===== config.mk =====
export PLATFORM = sky130hd
export DESIGN_NAME = algo_bank_rd_pipe
export DESIGN_NICKNAME = d
export VERILOG_FILES = /design/src/rtl/algo_1r1w_bank_mem_model_rd_pipe.sv
export SDC_FILE = /design/constraint.sdc
export NUM_CORES = 1
export LEC_CHECK = 0
export CAP_MARGIN = 15
export CELL_PAD_IN_SITES_DETAIL_PLACEMENT = 1
export CELL_PAD_IN_SITES_GLOBAL_PLACEMENT = 2
export CORE_MARGIN = 4
export CORE_UTILIZATION = 21
export CTS_CLUSTER_DIAMETER = 80
export DETAILED_ROUTE_END_ITERATION = 16
export GPL_ROUTABILITY_DRIVEN = 0
export PLACE_DENSITY_LB_ADDON = 0.1
export REMOVE_ABC_BUFFERS = 1
export SLEW_MARGIN = 15
export SYNTH_ARGS = -nofsm -noshare
export SYNTH_HDL_FRONTEND = slang
export SYNTH_SLANG_ARGS = --single-unit

===== constraint.sdc =====
create_clock -name clk -period 0.9 [get_ports clk]
set_input_delay 0.18 -clock clk [delete_from_list [all_inputs] [get_ports clk]]
set_output_delay 0.18 -clock clk [all_outputs]
set_load 0.02 [all_outputs]

===== src/rtl/algo_1r1w_bank_mem_model_rd_pipe.sv =====
// Per-bank read-return pipeline: DELAY cycles from read strobe to held doutB/collide.
module algo_bank_rd_pipe #(
  parameter int unsigned PHYWDTH = 64,
  parameter int unsigned DELAY   = 1
) (
  input  logic               clk,
  input  logic               rst,
  input  logic               inVld,
  input  logic [PHYWDTH-1:0] inData,
  input  logic               inColl,
  output logic [PHYWDTH-1:0] dout,
  output logic               coll
);

  typedef struct packed {
    logic               vld;
    logic [PHYWDTH-1:0] data;
    logic               coll;
  } rd_stage_t;

  rd_stage_t stIn;
  rd_stage_t stOut;

  assign stIn = '{vld: inVld, data: inData, coll: inColl};

  // The held output register is the last of the DELAY stages, so only DELAY-1 shift stages precede it.
  generate
    if (DELAY > 1) begin : gShift
      rd_stage_t sr [DELAY-1];

      always_ff @(posedge clk) begin
        if (rst) begin
          for (int unsigned i = 0; i < DELAY-1; i++) begin
            sr[i] <= '0;
          end
        end else begin
          sr[0] <= stIn;
          for (int unsigned i = 1; i < DELAY-1; i++) begin
            sr[i] <= sr[i-1];
          end
        end
      end

      assign stOut = sr[DELAY-2];
    end else begin : gDirect
      assign stOut = stIn;
    end
  endgenerate

  always_ff @(posedge clk) begin
    if (rst) begin
      dout <= '0;
      coll <= 1'b0;
    end else begin
      if (stOut.vld) begin
        dout <= stOut.data;
      end
      coll <= stOut.vld & stOut.coll;
    end
  end

endmodule


After elaboration in Yosys (flattened, before gate mapping)

Cells that the tools add are included.

Register bits after elaboration: 65
Input bits: 68
Output and inout bits: 65
Logic and storage cells: 3

Bitwise operators: 1

Operators by type and width:

| operator  | count |
|---|---|
| 1-bit AND | 1 |

Logic depth before layout (Yosys ltp)

Depth in word-level cells: 1
Mapped depth: 4
Mapped depth without buffers: 2

Worst setup path before layout

No wires, ideal clock.

Path type: in2reg
From: input port inVld
To: register dout[12]
Setup time: 0.128 ns
Arrival: 0.702 ns
Data required time: 0.772 ns
Setup slack: 0.071 ns
Cell stages on the path: 4
Buffers on the path: 2
Cell sequence: buf_6 buf_8 mux2i_1 nor2_1

RTL lines:

| element                | RTL line | text |
|---|---|---|
| start: declaration     | 8        | `input logic inVld,` |
| end signal: assignment | 56       | `dout <= stOut.data;` |
| end: declaration       | 11       | `output logic [PHYWDTH-1:0] dout,` |

Worst setup path in the final report

From: register dout[38]
To: output port dout[38]

No word-level cell between the ends.

==> results.cfg <==
[run_status]
status = complete, but fails checks
violations = setup timing

[timing]
timing.final.ws_setup_ps = -72.9
worst_slew_pin_slew_ps = 140
fin_setup_tns_ps = -3860
setup_viol = 65
hold_viol = 0
rsz0062_at_grt = true
drv_slew = 0
min_period_ps = 973
finalClockSkew_ps = 0
max_freq_mhz = 1030
fin_crit_sh_pct = 108
slew_headroom_pct = 90.4

[finish]
finalNetCount = 416
drive_gt1_share_pct = 43.9
final_area_mm2 = 0.00421
fin_util_pct = 39.0
antenna_cells_inserted = 0
syn2layout_area_growth_pct = 82.0

[floorplanning]
ioPinCount = 133
rows = 38
die_h_um = 113
start_util_pct = 21.4
dieArea_mm2 = 0.0127
die_x_um = 113
core_area_mm2 = 0.0108

[cts]
path_clk_slew_ps = 70
cts_made_buffers = 9
root_buffer = clkbuf_8
clockBufferDepth = 2
cts_sinks = 65
cts_tree = yes
clock_latency_ps = 330
ctsHoldBuffers = 0
htree_num_levels = 3

[yosys]
synth_cell_types = 9
yosys_most_used_dff = dfxtp_1
seq_area_frac_synth_pct = 56.3
synthTopCellsByCount = dfxtp_1, nor2_1, mux2i_1
synth_edf_count = 0
syn_area_mm2 = 0.00231
synthTopCellsByArea = dfxtp_1, mux2i_1, nor2_1
yosys_warnings = 0
async_reset_ff_share_pct = 0
yosys.area.top_type_share_pct = 56.3
avgSynthCellArea_um2 = 11.1
ys_ff_latch = 65
synthCells = 209
synth_top_area_cell = dfxtp_1

[drt]
ant_nets = 0
drt_iter0_markers = 51
wl_mm = 7.36
vias = 1981
first_pass_iters = 4
routedWlPerCell_um = 14.9
drc_errors = 0
viasPerCell = 4.02

[critical_path]
crit_path_start_kind = flop
critPathBufInv = 1
crit_path_max_fanout = 2
crit_path_end_kind = primary output
critical-path-top-delay-family = flip-flops
crit_slowest_cell = dfxtp_2
crit_required_ps = 720
crit_chain = buf_6
crit_type = flop to primary output
arrival_ps = 790
max_stage_delay_ps = 350

[placed_design]
port_buffers = 132
dp_hpwl_mm = 5.43
postPlaceCellArea_mm2 = 0.00385

[power]
leakage_uw = 0.00190
max-vdd-ir-drop_mv = 0.719
cellPowerDensity_mw_per_mm2 = 1660

[global_route]
groute.usage.overall_pct = 11.8
antenna_found_initial = 0
grt_max_degree = 31
grt_pass1_wl_mm = 11.7
overflow = 0
grt_pass1_vias = 2149

[hold_path]
hold_path_class = input port to flop

[job]
max-cap-violations = 0
==> state kept, by name, indices dropped and copies added (netlist names) <==
register and cells:
coll 1, dout 64
==> per-layer routing <==
layer	routed length, um	up-vias	global-route usage (%)
li1	-	962	-
met1	3300	916	14.9
met2	3160	92	17.4
met3	795	11	5.83
met4	108	0	4.09
met5	0	-	0
==> worst paths after layout <==
kind / startpoint / end / slack, ps / cells after the start
worst max-delay path: dout[38]$_SDFFE_PP0P_ / dout[38] / -70 / 1
worst min-delay path: rst / dout[0]$_SDFFE_PP0P_ / 270 / 3
worst max register to register: dout[38]$_SDFFE_PP0P_ / dout[38]$_SDFFE_PP0P_ / 170 / 3
worst min register to register: dout[43]$_SDFFE_PP0P_ / dout[43]$_SDFFE_PP0P_ / 500 / 2
==> layout by cell type (no fill, tap or decap), types with 2 or more instances in the layout <==
cell type | synthesis | layout
clkinv_2 | 0 | 2
clkbuf_1 | 6 | 3
mux2i_1 | 64 | 64
clkdlybuf4s50_1 | 0 | 65
buf_6 | 1 | 65
dfxtp_2 | 0 | 65
buf_12 | 0 | 8
buf_4 | 1 | 3
nor2_1 | 65 | 65
clkbuf_8 | 0 | 10
==> metrics by stage <==
step | setup WS, ps | std cells | power, uW | hold slack (ps)
2_1_floorplan | 255 | 195 | 3640 | 252
3_3_place_gp | -241 | 476 | 4530 | 472
3_5_place_dp | -237 | 476 | 4540 | 484
4_1_cts | -104 | 492 | 7150 | 259
5_1_grt | -128 | 493 | 7380 | 266
6_report | -72.9 | 493 | 6980 | 272
==> timing repair <==
| item | 4_1_cts | 5_1_grt |
|---|---|---|
| buffers inserted | 0 | 1 |
| gates resized for setup | 455 | 0 |
| pin swaps | 0 | 0 |
| setup endpoints to repair | 65 | 65 |
==> layout make-up <==
cell class | instances | area, um2
Multi-Input combinational cell | 130 | 888
Timing Repair Buffer | 142 | 1570
Fill cell | 1202 | 6590
Clock buffer | 13 | 149
Sequential cell | 65 | 1380
Clock inverter | 3 | 40.0
Tap cell | 140 | 175
==> worst register-to-register path, cell delays in order, from the launching register on <==
cell and delay, ps:
dfxtp_2 330, buf_4 120, mux2i_1 120, nor2_1 50
==> report_power, final <==
group	switching, uW	leakage [uW]	total, uW	internal (uW)
registers	118	0.000560	3200	3080
logic	561	0.00125	1360	795
clock network	1070	0.0000974	2420	1350
total	1750	0.00190	6980	5230
==> cells by family (layout without fill, tap and decap cells) <==
family        count (synthesis)  after routing  synth area share, %
simple gates                 66             66                 10.7
mux                          64             64                 27.7
buf+inv                      14            158                 5.25
flops                        65             65                 56.3
Note: power is estimated with default switching activity, not from simulation.
